## src/rtl/button_pkg.sv

```systemverilog
`default_nettype none
// ============================================================================
// Module      : button_pkg
// Description : Shared encodings for the pushbutton conditioner.
//               - PRESSED / RELEASED : normalized button level encoding.
//               - chan_state_e       : per-channel conditioner state.
//               - cnt_width()        : counter width able to hold 0..max_count.
//               Optional feature macro: BUTTON_CONDITIONER_AUTOREPEAT_EN
//               (the REPEATING state is only reachable when it is defined).
// Revision    : 1.0 - initial release
// ============================================================================
package button_pkg;

  localparam logic PRESSED  = 1'b1;
  localparam logic RELEASED = 1'b0;

  // IDLE_RELEASED : level 0, sample agrees with level
  // COUNTING      : level 0, sample disagrees, qualifying a press
  // IDLE_PRESSED  : level 1, waiting for the first auto-repeat
  // REPEATING     : level 1, first auto-repeat issued, running at the period
  typedef enum logic [1:0] {
    IDLE_RELEASED = 2'd0,
    COUNTING      = 2'd1,
    IDLE_PRESSED  = 2'd2,
    REPEATING     = 2'd3
  } chan_state_e;

  // Width of an unsigned counter that must hold values 0..max_count.
  function automatic int cnt_width(input int max_count);
    return (max_count < 1) ? 1 : $clog2(max_count + 1);
  endfunction

endpackage
`default_nettype wire

```

## src/rtl/button_channel.sv

```systemverilog
`default_nettype none
// ============================================================================
// Module      : button_channel
// Description : One pushbutton channel: polarity normalization, SYNC_STAGES
//               flop synchronizer, stability-counter debounce, single-cycle
//               press/release pulses and (optionally) auto-repeat.
//               Optional feature macro: BUTTON_CONDITIONER_AUTOREPEAT_EN
// Ports       : Clk        - system clock
//               Reset      - synchronous active-high reset
//               raw        - raw asynchronous button input
//               level      - debounced pressed state (1 = pressed)
//               level_next - next-state level (lets the top register btn_any
//                            coincident with level)
//               press      - 1-cycle pulse on accepted press / repeat
//               rel        - 1-cycle pulse on accepted release
// Revision    : 1.0 - initial release
// ============================================================================
module button_channel
  import button_pkg::*;
#(
  parameter int SYNC_STAGES     = 2,
  parameter int DEBOUNCE_CYCLES = 16,
  parameter int ACTIVE_LOW      = 1
`ifdef BUTTON_CONDITIONER_AUTOREPEAT_EN
  , parameter int REPEAT_DELAY  = 1000
  , parameter int REPEAT_PERIOD = 200
`endif
) (
  input  logic Clk,
  input  logic Reset,
  input  logic raw,
  output logic level,
  output logic level_next,
  output logic press,
  output logic rel
);

  localparam int CW = cnt_width(DEBOUNCE_CYCLES);
  localparam logic [CW-1:0] CNT_LAST = CW'(DEBOUNCE_CYCLES - 1);

`ifdef BUTTON_CONDITIONER_AUTOREPEAT_EN
  localparam int RW = cnt_width((REPEAT_DELAY > REPEAT_PERIOD) ? REPEAT_DELAY : REPEAT_PERIOD);
  localparam logic [RW-1:0] DLY_LAST = RW'(REPEAT_DELAY - 1);
  localparam logic [RW-1:0] PER_LAST = RW'(REPEAT_PERIOD - 1);
  logic [RW-1:0] rpt_q, rpt_d;
`endif

  logic [SYNC_STAGES-1:0] sync_q, sync_d;
  logic [CW-1:0]          cnt_q, cnt_d;
  logic                   level_q, level_d;
  logic                   press_q, press_d;
  logic                   rel_q, rel_d;
  chan_state_e            state_q, state_d;

  logic pressed_in;
  logic s;

  assign pressed_in = (ACTIVE_LOW != 0) ? ~raw : raw;
  assign s          = sync_q[SYNC_STAGES-1];

  always_comb begin
    sync_d  = {sync_q[SYNC_STAGES-2:0], pressed_in};
    cnt_d   = cnt_q;
    level_d = level_q;
    press_d = 1'b0;
    rel_d   = 1'b0;
    state_d = state_q;
`ifdef BUTTON_CONDITIONER_AUTOREPEAT_EN
    rpt_d   = rpt_q;
`endif

    unique case (state_q)
      IDLE_RELEASED, COUNTING: begin
        if (s != PRESSED) begin
          // Sample agrees with the released level: any partial count is a glitch.
          cnt_d   = '0;
          state_d = IDLE_RELEASED;
        end else if (cnt_q == CNT_LAST) begin
          cnt_d   = '0;
          level_d = PRESSED;
          press_d = 1'b1;
          state_d = IDLE_PRESSED;
`ifdef BUTTON_CONDITIONER_AUTOREPEAT_EN
          rpt_d   = '0;
`endif
        end else begin
          cnt_d   = cnt_q + 1'b1;
          state_d = COUNTING;
        end
      end

      default: begin
        // Pressed states: the release is qualified in the background while the
        // repeat timer keeps running, so a bounce on release does not disturb
        // the repeat cadence.
        if (s == PRESSED) begin
          cnt_d = '0;
        end else if (cnt_q == CNT_LAST) begin
          cnt_d   = '0;
          level_d = RELEASED;
          rel_d   = 1'b1;
          state_d = IDLE_RELEASED;
`ifdef BUTTON_CONDITIONER_AUTOREPEAT_EN
          rpt_d   = '0;
`endif
        end else begin
          cnt_d = cnt_q + 1'b1;
        end

`ifdef BUTTON_CONDITIONER_AUTOREPEAT_EN
        // No repeat in the release cycle: only advance while still pressed.
        if (level_d == PRESSED) begin
          if (rpt_q == ((state_q == REPEATING) ? PER_LAST : DLY_LAST)) begin
            press_d = 1'b1;
            rpt_d   = '0;
            state_d = REPEATING;
          end else begin
            rpt_d = rpt_q + 1'b1;
          end
        end
`endif
      end
    endcase
  end

  always_ff @(posedge Clk) begin
    if (Reset) begin
      sync_q  <= {SYNC_STAGES{RELEASED}};
      cnt_q   <= '0;
      level_q <= RELEASED;
      press_q <= 1'b0;
      rel_q   <= 1'b0;
      state_q <= IDLE_RELEASED;
`ifdef BUTTON_CONDITIONER_AUTOREPEAT_EN
      rpt_q   <= '0;
`endif
    end else begin
      sync_q  <= sync_d;
      cnt_q   <= cnt_d;
      level_q <= level_d;
      press_q <= press_d;
      rel_q   <= rel_d;
      state_q <= state_d;
`ifdef BUTTON_CONDITIONER_AUTOREPEAT_EN
      rpt_q   <= rpt_d;
`endif
    end
  end

  assign level      = level_q;
  assign level_next = level_d;
  assign press      = press_q;
  assign rel        = rel_q;

endmodule
`default_nettype wire

```

## src/rtl/button_conditioner.sv

```systemverilog
`default_nettype none
// ============================================================================
// Module      : button_conditioner
// Description : Pushbutton front end. N_CH independent button_channel
//               instances plus a registered OR of all debounced levels.
//               Optional feature macro: BUTTON_CONDITIONER_AUTOREPEAT_EN
//               (adds REPEAT_DELAY / REPEAT_PERIOD auto-repeat on btn_press).
// Ports       : Clk         - system clock
//               Reset       - synchronous active-high reset
//               btn_raw     - [N_CH] raw async buttons, polarity per ACTIVE_LOW
//               btn_level   - [N_CH] debounced pressed state, 1 = pressed
//               btn_press   - [N_CH] 1-cycle pulse on press (and repeats)
//               btn_release - [N_CH] 1-cycle pulse on release
//               btn_any     - OR of btn_level, coincident with it
// Revision    : 1.0 - initial release
// ============================================================================
module button_conditioner
  import button_pkg::*;
#(
  parameter int N_CH            = 2,
  parameter int SYNC_STAGES     = 2,
  parameter int DEBOUNCE_CYCLES = 16,
  parameter int ACTIVE_LOW      = 1
`ifdef BUTTON_CONDITIONER_AUTOREPEAT_EN
  , parameter int REPEAT_DELAY  = 1000
  , parameter int REPEAT_PERIOD = 200
`endif
) (
  input  logic            Clk,
  input  logic            Reset,
  input  logic [N_CH-1:0] btn_raw,
  output logic [N_CH-1:0] btn_level,
  output logic [N_CH-1:0] btn_press,
  output logic [N_CH-1:0] btn_release,
  output logic            btn_any
);

  logic [N_CH-1:0] level_next;
  logic            any_q, any_d;

  for (genvar i = 0; i < N_CH; i++) begin : g_ch
    button_channel #(
      .SYNC_STAGES     (SYNC_STAGES),
      .DEBOUNCE_CYCLES (DEBOUNCE_CYCLES),
      .ACTIVE_LOW      (ACTIVE_LOW)
`ifdef BUTTON_CONDITIONER_AUTOREPEAT_EN
      , .REPEAT_DELAY  (REPEAT_DELAY)
      , .REPEAT_PERIOD (REPEAT_PERIOD)
`endif
    ) u_chan (
      .Clk        (Clk),
      .Reset      (Reset),
      .raw        (btn_raw[i]),
      .level      (btn_level[i]),
      .level_next (level_next[i]),
      .press      (btn_press[i]),
      .rel        (btn_release[i])
    );
  end

  // Registered from next-state levels so btn_any changes in the same cycle
  // as btn_level rather than one cycle later.
  always_comb begin
    any_d = |level_next;
  end

  always_ff @(posedge Clk) begin
    if (Reset) begin
      any_q <= RELEASED;
    end else begin
      any_q <= any_d;
    end
  end

  assign btn_any = any_q;

endmodule
`default_nettype wire
```

## config.mk

```make
export PLATFORM = sky130hd
export DESIGN_NAME = button_conditioner
export DESIGN_NICKNAME = d
export VERILOG_FILES = /design/src/rtl/button_pkg.sv /design/src/rtl/button_channel.sv /design/src/rtl/button_conditioner.sv
export SDC_FILE = /design/constraint.sdc
export NUM_CORES = 1
export LEC_CHECK = 0
export CORE_MARGIN = 2
export CORE_UTILIZATION = 30
export CTS_BUF_LIST = sky130_fd_sc_hd__clkbuf_4 sky130_fd_sc_hd__clkbuf_8
export DETAILED_ROUTE_END_ITERATION = 6
export GPL_ROUTABILITY_DRIVEN = 0
export PLACE_DENSITY = 0.49
export SYNTH_ARGS = -nofsm -noshare
export SYNTH_HDL_FRONTEND = slang
export SYNTH_HIERARCHICAL = 1
export SYNTH_SLANG_ARGS = --single-unit
```

## constraint.sdc

```tcl
create_clock -name Clk -period 4.05 [get_ports Clk]
set_clock_uncertainty 0.05 [all_clocks]
set_input_delay 1.0125 -clock Clk [delete_from_list [all_inputs] [get_ports Clk]]
set_output_delay 1.0125 -clock Clk [all_outputs]
set_load 0.02 [all_outputs]
```

* Word-level counts from Yosys, hierarchy flattened *
Cells that the tools add are included.

storage, ports and cells
  register bits after elaboration = 25
  bits in latches = 0
  memory bits (writable) = 0
  bits in read-only memories = 0
  input port bits = 4
  output and inout bits = 7
  word-level logic and storage cells = 70
  memories kept = 0

operators by class
  $add $sub $neg = 2
  $mul = 0
  div/mod/pow operators = 0
  $lt $le $gt $ge = 0
  eq/ne operators = 6
  shift-type cells = 0
  multiplexer cells = 30
  bitwise logic cells = 6
  reduce and logical (&&, ||, !) cells = 13

operators by type and width
  operator                                        number
  2-to-1 mux 5 bit                                8
  2-to-1 mux 2 bit                                10
  2-to-1 mux 1 bit                                12
  adder 5 x 1 -> 5 bit (second input constant)    2
  == test 5 x 4 -> 1 bit (second input constant)  2
  OR reduction 4 bit                              2
  NOT 1 bit                                       6
  OR reduction 2 bit                              3
  OR reduction 3 bit                              2
  == test 2 x 1 -> 1 bit (second input constant)  2
  logical NOT 2 bit                               2
  inequality test 2 bit (second input constant)   2
  AND reduction 2 bit                             2
  nonzero test 2 bit                              2

* Longest topological paths before layout *
Gate-level depths: netlist of run 1.

  depth in word-level cells = 5
  mapped depth = 5
  gate-level depth less buffers = 5

* By module *
Netlist of run 1, hierarchy kept.

modules (own cells, without submodules)
  module              times used  cells each  area an instance (µm²)  sequential area each (µm²)
  button_channel      2           38          402.9                   220.2
  button_conditioner  1           2           30.0                    20.0

* Least setup slack after synthesis of run 1 *
Ideal clock, no wire load.

  path kind = input port to flip-flop
  from = input Reset
  to = register g_ch[0].u_chan.cnt_q[0]
  setup time = 80 ps
  arrival time = 1530 ps
  required time = 3920 ps
  path slack = 2391 ps
  stages on the path = 3
  path buffers = 1
  cells stage by stage = clkbuf_1 a21oi_1 nor3b_1

RTL lines
  element               RTL line                  RTL
  start, declared       button_conditioner.sv:30  input logic Reset,
  end signal, assigned  button_channel.sv:139     cnt_q <= cnt_d;
  end, declared         button_channel.sv:49      logic [CW-1:0] cnt_q, cnt_d;

* Worst setup path in the final report of run 1 *
  from = register g_ch[1].u_chan.level_q
  to = output btn_level[1]

RTL lines
  element                 RTL line                  RTL
  start, declared         button_channel.sv:50      logic level_q, level_d;
  start signal, assigned  button_channel.sv:140     level_q <= level_d;
  end, declared           button_conditioner.sv:32  output logic [N_CH-1:0] btn_level,

No word-level cell between the ends.

==> flow_metrics.tcl, run 1 <==
set metrics [dict create \
    first_pass_iters 4 \
    die_w_um 56.8 \
    clock_latency_ns 0.31 \
    grt_pass1_vias 542 \
    drive_gt1_share_pct 8.89 \
    setup_violations 0 \
    min_path_cells 1 \
    leakage_nw 0.438 \
    reg2reg_depth 5 \
    grtUsageTotal_pct 9.83 \
    dp.cells 117 \
    top_level_ports 11 \
    synthesis.area_um2 836 \
    grt_pass1_wl_um 2390 \
    path_cells "clkdlybuf4s50_1" \
    min_from "g_ch[0].u_chan/sync_q[0]" \
    htree_levels 1 \
    dieArea_um2 3220 \
    wl_per_cell_um 11.3 \
    endpoint_kind "output pin" \
    drtIter0Drc 12 \
    path_delay_family "buffers and inverters" \
    ant_nets 0 \
    diodes 0 \
    cts_tree "done" \
    cts.sinks 23 \
    core-area_um2 2710 \
    power_switching_share_pct 20.5 \
    seq_area_um2 460 \
    mostFrequentLayoutCells "23 x dfxtp_1, 10 x clkdlybuf4s50_1, 6 x and3_1" \
    synth_warnings 6 \
    mostFrequentLayoutCell "dfxtp_1" \
    grt_max_degree 16 \
    cap_violations 0 \
    avgSynthCellArea_um2 10.7 \
    overflow 0 \
    clk_pin_slew_ns 0.12 \
    setup_ws_ns 1.70 \
    initial_core_util_pct 30.8 \
    io_buffer_count 10 \
    rrSetupSlack_ns 2.47 \
    slew_violations 0 \
    fmax_mhz 425 \
    pre_cts_ws_ns 1.58 \
    via_per_inst 4.72 \
    outcome "finished clean" \
    critical_path.startpoint "g_ch[1].u_chan/level" \
    cp_slowest_cell "clkdlybuf4s50_1" \
    slowest_delay_ns 0.62 \
    power.density_nw_per_um2 351 \
    num_vias 571 \
    grt_setup_unrepaired "no" \
    worst_pin_slew_ns 0.517 \
    cts_buffer_depth 2 \
    crit_buf_inv 1 \
    synth.distinct_cells 22 \
    fillers 277 \
    comb_power_share_pct 2.4 \
    min_path_type "register to register" \
    yosysSeqAreaShare_pct 55.1 \
    use_met3_pct 5.76 \
    fin_crit_sh_pct 58.1 \
    area_growth_pct 19.3 \
    max-slew-margin-rel_pct 65.4 \
    crit_path_start_kind "register" \
    cts_resized 0 \
    crit_path_max_fanout 3 \
    r2r-start "g_ch[1].u_chan/cnt_q[0]" \
    path_class "register to output pin" \
    period_minus_slack_ns 2.35 \
    use_met1_pct 12.1 \
    r2r-end "btn_any" \
    nets 97 \
    hpwl_um 969 \
    grt.busiest_layer "met2" \
    hold_viol 0 \
    drcViolationCount 0 \
    cp.arrival_ns 1.29 \
    wl_um 1370 \
    holdBufCountCts 0 \
    switchingPower_mw 0.0716 \
    clkPwrFrac_pct 31.9 \
    cts_buffers 3 \
    multi_input_area_um2 360 \
    required_ns 2.99 \
    crit_path_end "btn_level[1]" \
    post_cts_buffers 0 \
    antenna_found_initial 0 \
    seq_power_share_pct 65.8 \
    intPower_mw 0.278 \
    crit_cells 1 \
    grt_util_met2_pct 14.5 \
    peakVddDrop_mv 0.213 \
    synth_seq_cells 23 \
    syn_inst 78 \
    stdcell_count 121 \
    dieHeight_um 56.8 \
    tns_ns 0 \
    rows 19 \
    syn_nets 84 \
    cts_root_buf "clkbuf_4" \
]
-- cells in the mapped netlist --
cell / n / share of area, %
nor3b_1: 2 / 1.8
o21ba_1: 1 / 1.2
a21oi_1: 4 / 2.4
clkbuf_1: 2 / 0.90
nand2_1: 4 / 1.8
inv_1: 2 / 0.90
dfxtp_1: 23 / 55
and3_1: 6 / 4.5
and2_1: 2 / 1.5
ha_1: 2 / 3.0
xnor2_1: 2 / 2.1
xor2_1: 2 / 2.1
nor2b_1: 2 / 1.5
nor3_1: 4 / 2.4
nand4b_2: 2 / 3.6
nand2b_1: 4 / 3.0
a22oi_1: 2 / 1.8
nand3_1: 4 / 2.4
a221oi_2: 2 / 3.6
nor2_1: 2 / 0.90
and4b_1: 2 / 2.4
o21ai_0: 2 / 1.2
-- power by group through the flow --
stage / clock network [mW] / registers, mW / logic (mW)
6_report: 0.112 / 0.230 / 0.00823
5_1_grt: 0.126 / 0.230 / 0.00967
4_1_cts: 0.117 / 0.230 / 0.00845
3_5_place_dp: 0 / 0.235 / 0.00837
3_3_place_gp: 0 / 0.235 / 0.00826
2_1_floorplan: 0 / 0.235 / 0.00488
-- worst min path at each step --
stage | endpoint | slack, ns
floorplan | g_ch[0].u_chan/sync_q[1] | 0.36
global placement | g_ch[0].u_chan/sync_q[1] | 0.37
detailed placement | g_ch[0].u_chan/sync_q[1] | 0.37
CTS | g_ch[0].u_chan/sync_q[1] | 0.40
global route | g_ch[0].u_chan/sync_q[1] | 0.42
finish | g_ch[0].u_chan/sync_q[1] | 0.40
-- area by class of cell --
| cell class | count | area share, % |
|---|---|---|
| sequential | 23 | 46.2 |
| multi-input combinational | 51 | 36.1 |
| timing repair buffer | 10 | 10.0 |
| tap | 31 | 3.89 |
| clock buffer | 4 | 3.01 |
| inverter | 2 | 0.753 |
-- cell families after synthesis --
logic type      Yosys count  share of synthesized area, %
flops                    23                          55.1
xor+xnor                  4                          4.19
buf+inv                   4                          1.80
compound gates           11                          10.2
simple gates             34                          25.7
fa+ha+maj                 2                          2.99
-- flip-flops by register name, indices dropped and copies added (netlist names) --
register and cells:
g_ch.u_chan/level 2, g_ch.u_chan/sync_q 4, btn_any 1, g_ch.u_chan/cnt_q 10
g_ch.u_chan/state_q 2, g_ch.u_chan/press 2, g_ch.u_chan/rel 2
-- layer usage --
layer	vias up	wire length (um)
met4	0	10
met3	2	97
met1	257	677
met5	-	0
li1	299	-
met2	13	580
-- per-stage QoR --
stage / cell area, um^2 / total power, mW / hold slack (ns) / utilization (%)
2_1_floorplan: 836 / 0.240 / 0.364 / -
3_3_place_gp: 967 / 0.243 / 0.370 / 35.7
3_5_place_dp: 967 / 0.243 / 0.370 / 35.7
4_1_cts: 997 / 0.356 / 0.400 / 36.8
5_1_grt: 997 / 0.366 / 0.419 / 36.8
6_report: 997 / 0.350 / 0.399 / 36.8
Note: power is estimated with default switching activity, not from simulation.
==> inputs of run 2 (changes only) <==
PLACE_DENSITY = 0.5   (was 0.49)
clock period = 2.14 ns   (was 4.05 ns; I/O delays follow)
==> flow_metrics.tcl, run 2 (synthesis gave the netlist of run 1 again) <==
set metrics [dict create \
    dieArea_um2 3220 \
    initial_core_util_pct 30.8 \
    clock_latency_ns 0.30 \
    grt_util_met2_pct 16.6 \
    dieHeight_um 56.8 \
    diodes 0 \
    largest_register_ffs 10 \
    ant_nets 0 \
    required_ns 1.55 \
    slowest_delay_ns 0.61 \
    max-slew-margin-rel_pct 79.4 \
    post_cts_buffers 0 \
    htree_levels 1 \
    crit_path_start_kind "register" \
    grt_max_degree 13 \
    min_path_type "register to register" \
    use_met1_pct 11.5 \
    cts_resized 0 \
    slew_violations 0 \
    area_growth_pct 20.2 \
    antenna_found_initial 0 \
    fillers 275 \
    cts_buffer_depth 2 \
    pre_cts_ws_ns 0.355 \
    use_met3_pct 4.15 \
    hold_viol 0 \
    setup_ws_ns 0.284 \
    tns_ns 0 \
    setup_violations 0 \
    rows 19 \
    rrSetupSlack_ns 0.54 \
    via_per_inst 4.97 \
    grt_pass1_vias 590 \
    clk_pin_slew_ns 0.12 \
    grt_pass1_wl_um 2500 \
    cts_buffers 3 \
    drive_gt1_share_pct 9.89 \
    num_vias 606 \
    period_minus_slack_ns 1.86 \
    cp_slowest_cell "clkdlybuf4s50_1" \
    cp.arrival_ns 1.27 \
    power.density_nw_per_um2 655 \
    wl_per_cell_um 11.3 \
    fmax_mhz 539 \
    grt.busiest_layer "met2" \
    top_level_ports 11 \
    path_cells "clkdlybuf4s50_1" \
    cts_tree "done" \
    drcViolationCount 0 \
    io_buffer_count 10 \
    path_class "register to output pin" \
    core-area_um2 2710 \
    mostFrequentLayoutCell "dfxtp_1" \
    leakage_nw 0.442 \
    holdBufCountCts 0 \
    top_regs "g_ch.u_chan/cnt_q: 10 flops, g_ch.u_chan/sync_q: 4 flops" \
    top_register "g_ch.u_chan/cnt_q" \
    drtIter0Drc 23 \
    grt_setup_unrepaired "no" \
    crit_buf_inv 1 \
    nets 98 \
    die_w_um 56.8 \
    crit_path_max_fanout 3 \
    cts.sinks 23 \
    endpoint_kind "output pin" \
    cts_root_buf "clkbuf_4" \
    hpwl_um 992 \
    mostFrequentLayoutCells "23 x dfxtp_1, 10 x clkdlybuf4s50_1, 6 x and3_1" \
    first_pass_iters 4 \
    wl_um 1380 \
    cap_violations 0 \
    peakVddDrop_mv 0.431 \
    outcome "finished clean" \
    path_delay_family "buffers and inverters" \
    overflow 0 \
    worst_pin_slew_ns 0.308 \
    fin_crit_sh_pct 86.7 \
    grtUsageTotal_pct 9.92 \
]
-- run 2: cell types whose count changed in the layout (fill, tap and decap cells not counted) --
cell   delta
buf_4     +1
-- run 2: worst paths after layout --
kind	start	endpoint	cells past startpoint
min	g_ch[1].u_chan/sync_q[0]	g_ch[1].u_chan/sync_q[1]	1
max	g_ch[0].u_chan/level	btn_level[0]	1
min reg2reg	g_ch[1].u_chan/sync_q[0]	g_ch[1].u_chan/sync_q[1]	1
max reg2reg	g_ch[0].u_chan/cnt_q[0]	btn_any	5
-- run 2: final cells by class --
type | count | area, um^2 | share of cell area (%)
inverters | 2 | 7.51 | 0.747
flip-flops and latches | 23 | 460 | 45.8
well taps | 31 | 38.8 | 3.86
multi-input cells | 51 | 360 | 35.9
repair buffers | 11 | 108 | 10.7
clock buffers | 4 | 30.0 | 2.99
-- run 2: stage by stage --
step	power [mW]	instances	utilization [%]	instance area, um^2	hold slack (ns)
6_report	0.658	122	37.1	1000	0.396
2_1_floorplan	0.453	78	-	836	0.364
3_5_place_dp	0.463	118	36.0	975	0.373
5_1_grt	0.692	122	37.1	1000	0.426
4_1_cts	0.675	122	37.1	1000	0.398
3_3_place_gp	0.462	118	36.0	975	0.372
-- run 2: power by group --
part	switching (mW)	internal, mW	leakage (nW)
Clock	0.120	0.0853	0.0184
Sequential	0.00239	0.433	0.186
Combinational	0.00794	0.00957	0.238
-- run 2: metal layers --
metal  vias up  part of all wire, %
li1        308                    -
met1       284                   48
met2        12                   48
met3         2                  3.4
met4         0                 0.80
met5         -                    0
==> inputs of run 3 (changes only) <==
CORE_ASPECT_RATIO = 1.2   (was default)
PLACE_DENSITY = 0.49   (was 0.5)
clock period = 2.3 ns   (was 2.14 ns; I/O delays follow)
==> flow_metrics.tcl, run 3 (synthesis gave the netlist of run 1 again) <==
set metrics [dict create \
    outcome "finished clean" \
    largest_register_ffs 10 \
    diodes 0 \
    hpwl_um 979 \
    cts_buffers 3 \
    wl_per_cell_um 11.1 \
    tns_ns 0 \
    ant_nets 0 \
    fillers 285 \
    mostFrequentLayoutCells "23 x dfxtp_1, 10 x clkdlybuf4s50_1, 6 x and3_1" \
    top_level_ports 11 \
    min_path_type "register to register" \
    cap_violations 0 \
    cp.arrival_ns 1.28 \
    rrSetupSlack_ns 0.70 \
    cts.sinks 23 \
    first_pass_iters 2 \
    power_mw 0.616 \
    design_area_um2 1010 \
    setup_violations 0 \
    clock_latency_ns 0.30 \
    slew_violations 0 \
    die_w_um 52.2 \
    num_vias 608 \
    drive_gt1_share_pct 9.89 \
    rows 20 \
    placed_area_um2 977 \
    crit_path_max_fanout 3 \
    post_cts_buffers 0 \
    seq_area_um2 460 \
    endpoint_kind "output pin" \
    required_ns 1.67 \
    crit_buf_inv 1 \
    dp.cells 120 \
    stdcell_count 124 \
    drtIter0Drc 21 \
    grt_pass1_wl_um 2290 \
    path_cells "clkdlybuf4s50_1" \
    overflow 0 \
    mostFrequentLayoutCell "dfxtp_1" \
    dieArea_um2 3230 \
    hold_viol 0 \
    holdBufCountCts 0 \
    leakage_nw 0.442 \
    grt_setup_unrepaired "no" \
    wl_um 1380 \
    top_regs "g_ch.u_chan/cnt_q: 10 flops, g_ch.u_chan/sync_q: 4 flops" \
    worst_pin_slew_ns 0.350 \
    htree_levels 1 \
    cts_resized 0 \
    top_register "g_ch.u_chan/cnt_q" \
    cp_slowest_cell "clkdlybuf4s50_1" \
    drcViolationCount 0 \
    initial_core_util_pct 32.1 \
    area_growth_pct 20.5 \
    nets 98 \
    cts_root_buf "clkbuf_4" \
    cts_buffer_depth 2 \
    cts_tree "done" \
    grt_max_degree 13 \
    dieHeight_um 61.8 \
    via_per_inst 4.90 \
    final_util_pct 38.7 \
    fmax_mhz 524 \
    clk_pin_slew_ns 0.12 \
    multi_input_area_um2 360 \
    grtUsageTotal_pct 9.82 \
    max-slew-margin-rel_pct 76.6 \
    power.density_nw_per_um2 612 \
    crit_path_start_kind "register" \
    path_delay_family "buffers and inverters" \
    period_minus_slack_ns 1.91 \
    antenna_found_initial 0 \
    grt_pass1_vias 525 \
    slowest_delay_ns 0.61 \
    io_buffer_count 10 \
    path_class "register to output pin" \
    core-area_um2 2600 \
    peakVddDrop_mv 0.550 \
    fin_crit_sh_pct 83.0 \
]
-- run 3: cell counts in the layout (fill, tap and decap cells not counted) --
No cell type changed its count.
-- run 3: cell type report --
cell class	count	area share, %
Inverter	2	0.745
Tap cell	33	4.10
Clock buffer	4	2.98
Timing Repair Buffer	11	10.7
Sequential cell	23	45.7
Multi-Input combinational cell	51	35.8
-- run 3: per-stage QoR --
stage | worst slack, ns | hold WS [ns]
6_report | 0.392 | 0.401
5_1_grt | 0.329 | 0.421
4_1_cts | 0.371 | 0.415
3_5_place_dp | 0.455 | 0.381
3_3_place_gp | 0.493 | 0.370
2_1_floorplan | 0.905 | 0.364
-- run 3: layer usage --
layer / vias up / part of all wire, % / track usage (%)
met4: 0 / 1.0 / 3.30
li1: 305 / - / -
met1: 291 / 46 / 11.0
met5: - / 0 / 0
met3: 2 / 5.1 / 4.78
met2: 10 / 48 / 16.5
-- run 3: path summary, 6_finish.rpt --
check | cells after the start | from | end
worst min register to register | 1 | g_ch[1].u_chan/sync_q[0] | g_ch[1].u_chan/sync_q[1]
worst max-delay path | 1 | g_ch[1].u_chan/level | btn_level[1]
worst min-delay path | 1 | g_ch[1].u_chan/sync_q[0] | g_ch[1].u_chan/sync_q[1]
worst max register to register | 5 | g_ch[1].u_chan/cnt_q[0] | btn_any
-- run 3: power breakdown --
group	leakage, nW	switching, mW	internal (mW)
Sequential	0.186	0.00230	0.403
Combinational	0.238	0.00723	0.00884
Clock	0.0184	0.116	0.0794
Total	0.442	0.126	0.491
